`src/rtl/ice40_serdes_pll_ctrl_if.sv`:
```
// Control/status bundle between the SERDES PLL bring-up controller and its
// surroundings. Optional lock_loss_cnt exists only with SERDES_PLL_CTRL_STATS_EN.
interface ice40_serdes_pll_ctrl_if;
  logic       restart_req;
  logic       pll_lock;
  logic       pll_resetb;
  logic       crg_lock;
  logic       ready;
  logic       error;
  logic [2:0] state;
  logic [7:0] retry_cnt;
`ifdef SERDES_PLL_CTRL_STATS_EN
  logic [7:0] lock_loss_cnt;
`endif

`ifdef SERDES_PLL_CTRL_STATS_EN
  modport master (output restart_req, pll_lock,
                  input  pll_resetb, crg_lock, ready, error, state, retry_cnt, lock_loss_cnt);
  modport slave  (input  restart_req, pll_lock,
                  output pll_resetb, crg_lock, ready, error, state, retry_cnt, lock_loss_cnt);
`else
  modport master (output restart_req, pll_lock,
                  input  pll_resetb, crg_lock, ready, error, state, retry_cnt);
  modport slave  (input  restart_req, pll_lock,
                  output pll_resetb, crg_lock, ready, error, state, retry_cnt);
`endif
endinterface

```
`src/rtl/ice40_serdes_pll_ctrl.sv`:
```
// SERDES PLL bring-up and supervision controller.
// Runs on the free-running reference clock; sequences PLL reset, waits for
// lock with a timeout, qualifies lock before raising crg_lock, retries and
// latches a hard failure. Define SERDES_PLL_CTRL_STATS_EN to add the
// saturating lock_loss_cnt counter.
//
// state     | meaning
// ----------+-------------------------------------------------------------
// RESET     | pll_resetb held low for RST_CYCLES cycles
// WAIT_LOCK | PLL released, waiting for synchronized lock (with timeout)
// STABLE    | lock seen, counting consecutive locked cycles
// RUN       | lock qualified, crg_lock/ready high
// FAIL      | MAX_RETRY attempts failed, PLL held in reset until restart
module ice40_serdes_pll_ctrl #(
  parameter int RST_CYCLES    = 16,
  parameter int LOCK_TIMEOUT  = 4096,
  parameter int STABLE_CYCLES = 256,
  parameter int MAX_RETRY     = 3,
  parameter int TIMER_W       = 16
) (
  input logic                  clk,
  input logic                  rst_n,
  ice40_serdes_pll_ctrl_if.slave bus
);

  typedef enum logic [2:0] {
    S_RESET     = 3'd0,
    S_WAIT_LOCK = 3'd1,
    S_STABLE    = 3'd2,
    S_RUN       = 3'd3,
    S_FAIL      = 3'd4
  } state_t;

  localparam logic [TIMER_W-1:0] RST_LAST     = TIMER_W'(RST_CYCLES - 1);
  localparam logic [TIMER_W-1:0] TIMEOUT_LAST = TIMER_W'(LOCK_TIMEOUT - 1);
  localparam logic [TIMER_W-1:0] STABLE_LAST  = TIMER_W'(STABLE_CYCLES - 1);
  localparam logic [7:0]         RETRY_LIMIT  = 8'(MAX_RETRY);

  state_t             state_q, nxt;
  logic [TIMER_W-1:0] timer_q;
  logic [7:0]         retry_q;
  logic [1:0]         sync_q;
  logic               lock_s;
  logic               retry_inc;
  logic               lock_loss;
  logic               pll_resetb_q, crg_lock_q, ready_q, error_q;

  assign lock_s = sync_q[1];

  // Two-flop synchronizer for the asynchronous PLL lock
  always_ff @(posedge clk or negedge rst_n) begin
    if (!rst_n) sync_q <= 2'b00;
    else        sync_q <= {sync_q[0], bus.pll_lock};
  end

  // Next-state decision; restart_req overrides every other condition
  always_comb begin
    nxt       = state_q;
    retry_inc = 1'b0;
    lock_loss = 1'b0;
    if (bus.restart_req) begin
      nxt = S_RESET;
    end else begin
      case (state_q)
        S_RESET:     if (timer_q == RST_LAST) nxt = S_WAIT_LOCK;
        S_WAIT_LOCK: begin
          // lock takes precedence over a coincident timeout
          if (lock_s) nxt = S_STABLE;
          else if (timer_q == TIMEOUT_LAST) begin
            retry_inc = 1'b1;
            nxt = (retry_q + 8'd1 == RETRY_LIMIT) ? S_FAIL : S_RESET;
          end
        end
        S_STABLE: begin
          if (!lock_s) nxt = S_WAIT_LOCK;
          else if (timer_q == STABLE_LAST) nxt = S_RUN;
        end
        S_RUN: begin
          if (!lock_s) begin
            nxt       = S_RESET;
            lock_loss = 1'b1;
          end
        end
        S_FAIL:  nxt = S_FAIL;
        default: nxt = S_RESET;
      endcase
    end
  end

  // State, timer, retry counter and outputs registered from the next state
  always_ff @(posedge clk or negedge rst_n) begin
    if (!rst_n) begin
      state_q      <= S_RESET;
      timer_q      <= '0;
      retry_q      <= 8'd0;
      pll_resetb_q <= 1'b0;
      crg_lock_q   <= 1'b0;
      ready_q      <= 1'b0;
      error_q      <= 1'b0;
    end else begin
      state_q <= nxt;
      if (bus.restart_req || nxt != state_q) timer_q <= '0;
      else                                   timer_q <= timer_q + TIMER_W'(1);
      if (bus.restart_req || nxt == S_RUN) retry_q <= 8'd0;
      else if (retry_inc)                  retry_q <= retry_q + 8'd1;
      pll_resetb_q <= !(nxt == S_RESET || nxt == S_FAIL);
      crg_lock_q   <= (nxt == S_RUN);
      ready_q      <= (nxt == S_RUN);
      error_q      <= (nxt == S_FAIL);
    end
  end

`ifdef SERDES_PLL_CTRL_STATS_EN
  logic [7:0] loss_q;

  // Saturating count of lock losses while running; survives restart_req
  always_ff @(posedge clk or negedge rst_n) begin
    if (!rst_n)                          loss_q <= 8'd0;
    else if (lock_loss && loss_q != 8'hFF) loss_q <= loss_q + 8'd1;
  end

  assign bus.lock_loss_cnt = loss_q;
`endif

  assign bus.state      = state_q;
  assign bus.retry_cnt  = retry_q;
  assign bus.pll_resetb = pll_resetb_q;
  assign bus.crg_lock   = crg_lock_q;
  assign bus.ready      = ready_q;
  assign bus.error      = error_q;

endmodule

```
`src/flat_wrapper.sv`:
```
// flat-port wrapper written by rule: the top's interface ports become plain ports
module ice40_serdes_pll_ctrl_flat 
#(
  parameter int RST_CYCLES    = 16,
  parameter int LOCK_TIMEOUT  = 4096,
  parameter int STABLE_CYCLES = 256,
  parameter int MAX_RETRY     = 3,
  parameter int TIMER_W       = 16
)
  (clk, rst_n, bus_restart_req, bus_pll_lock, bus_pll_resetb, bus_crg_lock, bus_ready, bus_error, bus_state, bus_retry_cnt);
  ice40_serdes_pll_ctrl_if bus_i ();
  input logic clk;
  input logic rst_n;
  input wire logic [$bits(bus_i.restart_req)-1:0] bus_restart_req;
  input wire logic [$bits(bus_i.pll_lock)-1:0] bus_pll_lock;
  output wire logic [$bits(bus_i.pll_resetb)-1:0] bus_pll_resetb;
  output wire logic [$bits(bus_i.crg_lock)-1:0] bus_crg_lock;
  output wire logic [$bits(bus_i.ready)-1:0] bus_ready;
  output wire logic [$bits(bus_i.error)-1:0] bus_error;
  output wire logic [$bits(bus_i.state)-1:0] bus_state;
  output wire logic [$bits(bus_i.retry_cnt)-1:0] bus_retry_cnt;
  assign bus_i.restart_req = bus_restart_req;
  assign bus_i.pll_lock = bus_pll_lock;
  assign bus_pll_resetb = bus_i.pll_resetb;
  assign bus_crg_lock = bus_i.crg_lock;
  assign bus_ready = bus_i.ready;
  assign bus_error = bus_i.error;
  assign bus_state = bus_i.state;
  assign bus_retry_cnt = bus_i.retry_cnt;
  ice40_serdes_pll_ctrl #(.RST_CYCLES(RST_CYCLES), .LOCK_TIMEOUT(LOCK_TIMEOUT), .STABLE_CYCLES(STABLE_CYCLES), .MAX_RETRY(MAX_RETRY), .TIMER_W(TIMER_W)) u_core (.clk(clk), .rst_n(rst_n), .bus(bus_i));
endmodule
```
`config.mk`:
```
export PLATFORM = sky130hd
export DESIGN_NAME = ice40_serdes_pll_ctrl_flat
export DESIGN_NICKNAME = d
export VERILOG_FILES = /design/src/rtl/ice40_serdes_pll_ctrl_if.sv /design/src/rtl/ice40_serdes_pll_ctrl.sv /design/src/flat_wrapper.sv
export SDC_FILE = /design/constraint.sdc
export NUM_CORES = 1
export LEC_CHECK = 0
export BUFFER_PORTS_ARGS = -buffer_cell sky130_fd_sc_hd__buf_2
export CAP_MARGIN = 20
export CORE_UTILIZATION = 55
export CTS_CLUSTER_SIZE = 12
export DETAILED_ROUTE_END_ITERATION = 6
export PLACE_DENSITY = 0.78
export SLEW_MARGIN = 20
export SYNTH_ARGS = -nofsm -noshare
export SYNTH_HDL_FRONTEND = slang
export SYNTH_SLANG_ARGS = --single-unit
```
`constraint.sdc`:
```
create_clock -name clk -period 2.9 [get_ports clk]
set_clock_uncertainty 0.2 [all_clocks]
set_input_delay 0.435 -clock clk [delete_from_list [all_inputs] [get_ports clk]]
set_output_delay 0.435 -clock clk [all_outputs]
set_load 0.01 [all_outputs]
```
Word level (Yosys, flattened, before mapping)
Index checks and enable logic that the tools add are counted.
Cells by class
  add/sub/neg operators: 2
  multipliers: 0
  divide/modulo/power cells: 0
  $lt $le $gt $ge: 0
  equal/unequal tests: 11
  shift-type cells: 0
  muxes and demuxes: 16
  bitwise logic cells: 0
  reduce and logical (&&, ||, !) cells: 7
Operators with widths (count)
  $mux W3: 8
  $add A16 B1 Y16 const B: 1
  $eq A16 B12 Y1 const B: 1
  $eq A16 B4 Y1 const B: 1
  $eq A16 B8 Y1 const B: 1
  $mux W16: 1
  $mux W8: 2
  $pmux W3 S5: 1
  $eq A3 B2 Y1 const B: 3
  $add A8 B1 Y8 const B: 1
  $eq A8 B2 Y1 const B: 1
  $eq A3 B3 Y1 const B: 2
  $logic_not A3 Y1: 2
  $mux W1: 4
  $eq A3 B1 Y1 const B: 1
  $logic_or A1 B1 Y1: 3
  $ne A3 B3 Y1: 1
  $reduce_bool A2 Y1: 1
  $logic_not A1 Y1: 1
Word-level totals
  bits in registers: 32
  latch bits: 0
  RAM bits: 0
  memory bits (read-only): 0
  input bits: 4
  memories: 0

Longest topological paths before layout
Gate-level depths: netlist of the first run.
  depth in word-level cells: 10
  depth in mapped cells: 8
  depth with buffers taken out: 6

Worst setup path after synthesis of the first run
OpenSTA, ideal clock, no wires.
  path type: reg-to-reg
  start point: register u_core.timer_q[0]
  end point: register u_core.timer_q[0]
  arrival: 1.797 ns
  path slack: 0.809 ns
  stages on the path, launching flop included: 9
  path buffers: 2
  clock period less this slack: 2.091 ns
  cell sequence: dfrtp_1 > ha_1 > and3_1 > buf_4 > nand3_1 > o41ai_4 > or3_1 > buf_2 > a211oi_1
On the way
  word-level cells in the longest chain between the ends: 8
RTL lines
  start, declared: line ice40_serdes_pll_ctrl.sv:40  | logic [TIMER_W-1:0] timer_q;
  start signal, assigned: line ice40_serdes_pll_ctrl.sv:103  | else timer_q <= timer_q + TIMER_W'(1);
  $eq A16 B8 Y1 / $eq A16 B12 Y1 (equally long branches): line ice40_serdes_pll_ctrl.sv:76, ice40_serdes_pll_ctrl.sv:69
  $mux W3 (on tied branches): line ice40_serdes_pll_ctrl.sv:76, ice40_serdes_pll_ctrl.sv:69
  $mux W3 (on tied branches): line ice40_serdes_pll_ctrl.sv:75, ice40_serdes_pll_ctrl.sv:68
  $pmux W3 S5: line ice40_serdes_pll_ctrl.sv:64  | case (state_q)
  $mux W3: line ice40_serdes_pll_ctrl.sv:61  | if (bus.restart_req) begin
  $ne A3 B3 Y1: line ice40_serdes_pll_ctrl.sv:102  | if (bus.restart_req || nxt != state_q) timer_q <= '0;
  $logic_or A1 B1 Y1: line ice40_serdes_pll_ctrl.sv:102
  $mux W16 *: line ice40_serdes_pll_ctrl.sv:102
Mark *: on every way between the ends. The rest lies on a longest branch, timed or not.
A chain may end at the register's enable or synchronous reset.

Worst setup path after layout of the first run
  start point: register u_core.state_q[2] (netlist: u_core.bus.state[2])
  end point: register u_core.retry_q[3] (netlist: u_core.bus.retry_cnt[3])
On the way
  word-level cells in the longest chain between the ends: 7
RTL lines
  start, declared: line ice40_serdes_pll_ctrl.sv:39  | state_t state_q, nxt;
  start signal, assigned: line ice40_serdes_pll_ctrl.sv:101  | state_q <= nxt;
  $mux W3 (on tied branches): line ice40_serdes_pll_ctrl.sv:76, ice40_serdes_pll_ctrl.sv:69
  $mux W3 (on tied branches): line ice40_serdes_pll_ctrl.sv:75, ice40_serdes_pll_ctrl.sv:68
  $pmux W3 S5: line ice40_serdes_pll_ctrl.sv:64
  $mux W3: line ice40_serdes_pll_ctrl.sv:61
  $eq A3 B2 Y1: line ice40_serdes_pll_ctrl.sv:104  | if (bus.restart_req || nxt == S_RUN) retry_q <= 8'd0;
  $logic_or A1 B1 Y1: line ice40_serdes_pll_ctrl.sv:104
  $mux W8 / $reduce_bool A2 Y1 (equally long branches)
  end signal, assigned: line ice40_serdes_pll_ctrl.sv:105  | else if (retry_inc) retry_q <= retry_q + 8'd1;
  end, declared: line ice40_serdes_pll_ctrl.sv:41  | logic [7:0] retry_q;
Several ways; a longest one is shown, not always the timed one.

==> results.py, run 1 <==
metrics = {
    "setup_path": {
        "startpoint": "u_core.bus.state[2]",
        "startpoint_type": "register",
        "rr_worst_depth": 4,
        "crit_path_end": "u_core.bus.retry_cnt[3]",
        "r2r_start": "u_core.bus.state[2]",
        "critical_path_peak_fanout": 11,
        "setup.reg_to_reg.worst_slack_ns": 0.44,
        "cp_data_required_time_ns": 2.91,
        "rr_endpoint": "u_core.bus.retry_cnt[3]",
        "critPathKind": "register to register",
        "arrival_ns": 2.47,
        "critPathCaptureType": "register",
    },
    "synth": {
        "syn_area_per_cell_um2": 10.8,
        "synth_top_cells_by_count": "32 x dfrtp_1, 12 x xor2_1, 11 x a211oi_1",
        "post-synth-top-area-cell": "dfrtp_1",
        "synth_largest_type_area_fraction": 0.420,
        "post_synth_instance_area_um2": 1900,
        "post_synth_inst_count": 176,
        "yosysWarningCount": 0,
        "synth_seq_cells": 32,
        "synthesis.nets": 183,
        "synth_flop_cell": "dfrtp_1",
        "synthTopCellsByArea": "dfrtp_1 42%, xor2_1 5.5%, a211oi_2 5.3%",
        "postSynth.asyncResetShare": 1.00,
        "share_of_the_yosys_chip_area_belonging_to_registers": 0.420,
        "synth_edf_count": 0,
        "most_frequent_cell_after_synthesis": "dfrtp_1",
        "post_synth_num_cell_types": 44,
    },
    "clock_network": {
        "cts.repair_timing.setup_buffer_count": 0,
        "cts.sink_count": 32,
        "cts_root_buf": "clkbuf_4",
        "cts_inserted_buffers": 5,
        "worst_skew_pair.late_latency_ns": 0.35,
        "tritoncts_clock_tree": "built",
        "clkSlewWorstSetupHoldPaths_ns": 0.11,
        "clock_path_buffers": 2,
        "cts.htree.levels": 2,
    },
    "sta": {
        "period_share": 0.847,
        "fin_tns_setup_ns": 0,
        "final-hold-violation-count": 0,
        "timing.max_slew.rel_slack": 0.525,
        "finalSetupViolCount": 0,
        "rsz0062_at_grt": "false",
        "tightest_slew_ns": 0.713,
        "report.final.slew_viol_count": 0,
        "achievable-frequency_mhz": 407,
        "post-route-worst-setup-slack_ns": 0.443,
        "final_period_minus_worst_setup_slack_ns": 2.46,
    },
    "detailed_routing": {
        "vias_per_cell": 6.09,
        "wl_mm": 3.89,
        "first_pass_iters": 4,
        "via_count": 1450,
        "postRouteAntennaNets": 0,
        "drt_first_iter_violations": 57,
        "drc_errors": 0,
        "wl_per_cell_um": 16.3,
    },
    "floorplanning": {
        "fp.dieH_um": 60.8,
        "die_area_um2": 3700,
        "start_util": 0.571,
        "core_area_um2": 3340,
        "die_width_um": 60.8,
        "placementRows": 21,
        "io_pins": 19,
    },
    "run_status": {
        "status": "finished, final reports clean",
    },
    "pwr": {
        "comb_power_share": 0.034,
        "power.clock.fraction": 0.416,
        "p_int_w": 0.000638,
        "peakVddDrop_mv": 0.232,
        "sequentialPowerShare": 0.549,
        "power.total_w": 0.000829,
        "switching_share_of_total_power": 0.230,
        "power.leakage_nw": 0.908,
        "pwrdens_nw_per_um2": 401,
        "power_switching_w": 0.000190,
    },
    "grt": {
        "globalRouteTotalUtil": 0.236,
        "grt_start_max_net_pins": 33,
        "number_of_antenna_violations_at_the_first_check_in_global_routing": 0,
        "grt_remaining_overflow": 0,
        "wire_length_of_the_first_global_routing_pass_mm": 6.23,
        "via_count_of_the_first_global_routing_pass": 1302,
    },
    "placed_design": {
        "number_of_buffers_inserted_by_port_buffering": 18,
        "detailedPlace.worstSlack_ns": 0.468,
        "dpl-instance-area_um2": 1970,
        "place_hpwl_mm": 2.58,
        "place_congestion": 0.798,
    },
    "final_layout": {
        "nets": 198,
        "syn_to_final_growth_pct": 8.61,
        "antenna_cells_inserted": 0,
        "post-route-cell-area_um2": 2070,
        "drive_above_1_share": 0.245,
    },
    "worst_hold_path": {
        "hold_path_class": "register to register",
    },
    "run": {
        "cap_violations": 0,
    },
}
-- cells by family after synthesis --
kind of cell / count (synthesis) / share of synthesized area
AND/OR/NAND/NOR: 62 / 0.225
AO/OA/AOI/OAI: 38 / 0.172
flip-flops: 32 / 0.421
XOR/XNOR: 20 / 0.0920
buffers and inverters: 20 / 0.0650
adder cells (fa/ha/maj): 3 / 0.0197
multiplexers: 1 / 0.00526
-- sequential cells by signal, indices dropped and copies added (netlist names) --
signal and cells:
u_core.bus.crg_lock 1, u_core.bus.error 1, u_core.bus.state 3, u_core.bus.retry_cnt 8, u_core.bus.pll_resetb 1, u_core.sync_q 2
u_core.timer_q 16
-- how the worst min path moves through the flow --
stage,slack [ns],from,cells past startpoint,end
final,0.17,u_core.sync_q[0],0,u_core.sync_q[1]
after floorplan,-0.06,rst_n,0,u_core.bus.crg_lock
after CTS,0.17,u_core.sync_q[0],0,u_core.sync_q[1]
after detailed placement,0.14,u_core.sync_q[0],0,u_core.sync_q[1]
after global routing,0.18,u_core.sync_q[0],0,u_core.sync_q[1]
after global placement,0.13,u_core.sync_q[0],0,u_core.sync_q[1]
-- layout make-up --
cell class	count	area (µm²)
inverters	7	26.3
flip-flops and latches	32	801
repair buffers	21	118
clock inverters	3	42.5
multi-input cells	124	986
clock buffers	5	37.5
fillers	288	1270
well taps	46	57.6
-- metrics by stage --
stage | instances | hold WS (ns) | utilization
6_report | 238 | 0.166 | 0.620
3_3_place_gp | 228 | 0.133 | 0.590
4_1_cts | 238 | 0.173 | 0.620
3_5_place_dp | 228 | 0.137 | 0.590
5_1_grt | 238 | 0.185 | 0.620
2_1_floorplan | 176 | -0.0606 | -
-- power groups by stage --
| stage | Sequential [W] | Combinational [W] | Clock [W] |
|---|---|---|---|
| floorplan | 0.000463 | 0.0000140 | 0 |
| global placement | 0.000463 | 0.0000259 | 0 |
| detailed placement | 0.000464 | 0.0000266 | 0 |
| CTS | 0.000455 | 0.0000288 | 0.000351 |
| global route | 0.000456 | 0.0000321 | 0.000376 |
| finish | 0.000455 | 0.0000284 | 0.000345 |
-- metal layers --
metal  wire (µm)  track usage  vias to the layer above
met5           0            0                        -
met4         101        0.117                        0
met3         166       0.0682                       12
met2        1940        0.388                       48
met1        1680        0.283                      709
li1            -            -                      681
-- cells in the final DEF, fill, tap and decap left out, drive strengths merged, types with 2 or more instances in the layout --
cell / synthesis / routed
nor2: 6 / 6
or3: 4 / 4
and4: 4 / 4
o21ai: 4 / 4
nand4: 9 / 9
buf: 10 / 19
a211oi: 19 / 19
and2: 5 / 5
dfrtp: 32 / 32
a21oi: 7 / 7
inv: 7 / 7
nand2: 7 / 7
o41ai: 2 / 2
a211o: 2 / 2
nand3: 10 / 10
xor2: 12 / 12
ha: 3 / 3
xnor2: 8 / 8
clkbuf: 2 / 5
and3: 3 / 3
nor4: 8 / 8
dlygate4sd3: 1 / 2
-- what timing repair did --
item | CTS | global route
gates resized for setup | 0 | 0
hold buffers | 2 | 0
hold endpoints to repair | 33 | 0
-- critical path, stage by stage (launching register included) --
cell and delay (ns):
dfrtp_1 0.50, or4b_1 0.74, a21oi_1 0.29, a211o_1 0.44
a211oi_2 0.15
(Power assumes the default switching activity.)
==> inputs of run 2 (changes only) <==
clock period = 2.45 ns   (was 2.9 ns; I/O delays follow)
==> results.py, run 2 (synthesized netlist as in run 1, its figures left out) <==
metrics = {
    "clock_network": {
        "cts_root_buf": "clkbuf_4",
        "worst_skew_pair.late_latency_ns": 0.34,
        "tritoncts_clock_tree": "built",
        "cts.htree.levels": 2,
        "clock_path_buffers": 2,
        "cts.sink_count": 32,
        "clkSlewWorstSetupHoldPaths_ns": 0.10,
        "cts_inserted_buffers": 5,
    },
    "sta": {
        "hold-worst-slack_ns": 0.170,
        "period_share": 0.917,
        "final_period_minus_worst_setup_slack_ns": 2.25,
        "finalSetupViolCount": 0,
        "tightest_slew_ns": 0.712,
        "achievable-frequency_mhz": 445,
        "rsz0062_at_grt": "false",
        "timing.max_slew.rel_slack": 0.525,
        "post-route-worst-setup-slack_ns": 0.203,
        "final-hold-violation-count": 0,
        "fin_tns_setup_ns": 0,
        "report.final.slew_viol_count": 0,
    },
    "final_layout": {
        "post-route-cell-area_um2": 2110,
        "nFillCells": 273,
        "syn_to_final_growth_pct": 10.8,
        "antenna_cells_inserted": 0,
        "nets": 203,
        "layout_common_cells": "32 x dfrtp_1, 18 x buf_2, 12 x xor2_1",
        "drive_above_1_share": 0.279,
        "final_common_cell": "dfrtp_1",
        "register_with_the_most_flip_flops": "u_core.timer_q",
        "largest_register_ff_count": 16,
    },
    "detailed_routing": {
        "drc_errors": 0,
        "drt_first_iter_violations": 110,
        "vias_per_cell": 6.06,
        "postRouteAntennaNets": 0,
        "wl_mm": 3.72,
        "via_count": 1472,
        "first_pass_iters": 4,
        "wl_per_cell_um": 15.3,
    },
    "setup_path": {
        "timing.critical_path.cells": "nor4_4, nand3_1, o41ai_4, o21ai_2, a211oi_1",
        "cp_slowest_cell": "dfrtp_1",
        "cpPeakStageDelay_ns": 0.44,
        "cp_data_required_time_ns": 2.49,
        "top_cell_family_by_delay_on_the_critical_path": "compound AO/OA/AOI/OAI gates",
        "arrival_ns": 2.29,
        "critPathCaptureType": "register",
        "critical_path_peak_fanout": 10,
        "startpoint_type": "register",
        "critPathKind": "register to register",
        "critical_path_buf_inv_count": 0,
    },
    "floorplanning": {
        "placementRows": 21,
        "io_pins": 19,
        "fp.dieH_um": 60.8,
        "die_area_um2": 3700,
        "die_width_um": 60.8,
        "start_util": 0.571,
        "core_area_um2": 3340,
    },
    "worst_hold_path": {
        "hold_path_class": "register to register",
    },
    "pwr": {
        "pwrdens_nw_per_um2": 423,
        "comb_power_share": 0.038,
        "peakVddDrop_mv": 0.209,
        "p_int_w": 0.000679,
        "power_switching_w": 0.000212,
        "sequentialPowerShare": 0.604,
        "power.clock.fraction": 0.358,
        "switching_share_of_total_power": 0.238,
        "power.total_w": 0.000892,
        "power.leakage_nw": 0.935,
    },
    "placed_design": {
        "dpl-instance-area_um2": 2020,
        "place_congestion": 0.787,
        "number_of_buffers_inserted_by_port_buffering": 18,
        "detailedPlace.worstSlack_ns": 0.0951,
        "place_hpwl_mm": 2.61,
    },
    "grt": {
        "number_of_antenna_violations_at_the_first_check_in_global_routing": 0,
        "via_count_of_the_first_global_routing_pass": 1397,
        "globalRouteTotalUtil": 0.225,
        "wire_length_of_the_first_global_routing_pass_mm": 6.12,
        "grt_start_max_net_pins": 33,
        "grt_remaining_overflow": 0,
    },
    "run_status": {
        "status": "finished, final reports clean",
    },
    "run": {
        "cap_violations": 0,
    },
}
-- run 2: power by group through the flow --
stage / Clock, W / Combinational (W) / Sequential [W]
after floorplan: 0 / 0.0000166 / 0.000548
after global placement: 0 / 0.0000306 / 0.000549
after detailed placement: 0 / 0.0000319 / 0.000549
after CTS: 0.000330 / 0.0000341 / 0.000539
after global routing: 0.000350 / 0.0000391 / 0.000540
final: 0.000319 / 0.0000335 / 0.000539
-- run 2: final timing paths --
kind | start | to | slack [ns] | cells past startpoint
max reg2reg | u_core.timer_q[14] | u_core.timer_q[11] | 0.20 | 5
min reg2reg | u_core.sync_q[0] | u_core.sync_q[1] | 0.17 | 0
min in group asynchronous | rst_n | u_core.bus.crg_lock | 0.43 | 2
min | u_core.sync_q[0] | u_core.sync_q[1] | 0.17 | 0
max | u_core.timer_q[14] | u_core.timer_q[11] | 0.20 | 5
max in group asynchronous | rst_n | u_core.bus.retry_cnt[7] | 1.17 | 2
-- run 2: stage by stage --
step / utilization / std cells
2_1_floorplan: - / 176
3_3_place_gp: 0.605 / 233
3_5_place_dp: 0.605 / 233
4_1_cts: 0.629 / 243
5_1_grt: 0.632 / 243
6_report: 0.632 / 243
-- run 2: timing repair --
action | CTS | global route
setup buffers | 0 | 0
hold buffers | 2 | 0
setup endpoints to repair | 0 | 11
endpoints found under the hold margin | 33 | 0
resized for setup | 0 | 3
-- run 2: per-layer routing --
layer	routed length [µm]	share of wire	track usage	vias to the layer above
li1	-	-	-	690
met1	1580	0.42	0.268	726
met2	1900	0.51	0.397	48
met3	178	0.048	0.0405	8
met4	63	0.017	0.0942	0
met5	0	0	0	-
-- run 2: final cells by class --
type	instances	area [µm²]	share of cell area
well taps	46	57.6	0.0273
repair buffers	26	168	0.0795
clock buffers	6	51.3	0.0243
inverters	7	26.3	0.0125
clock inverters	2	10.0	0.00474
multi-input cells	124	996	0.472
flip-flops and latches	32	801	0.380
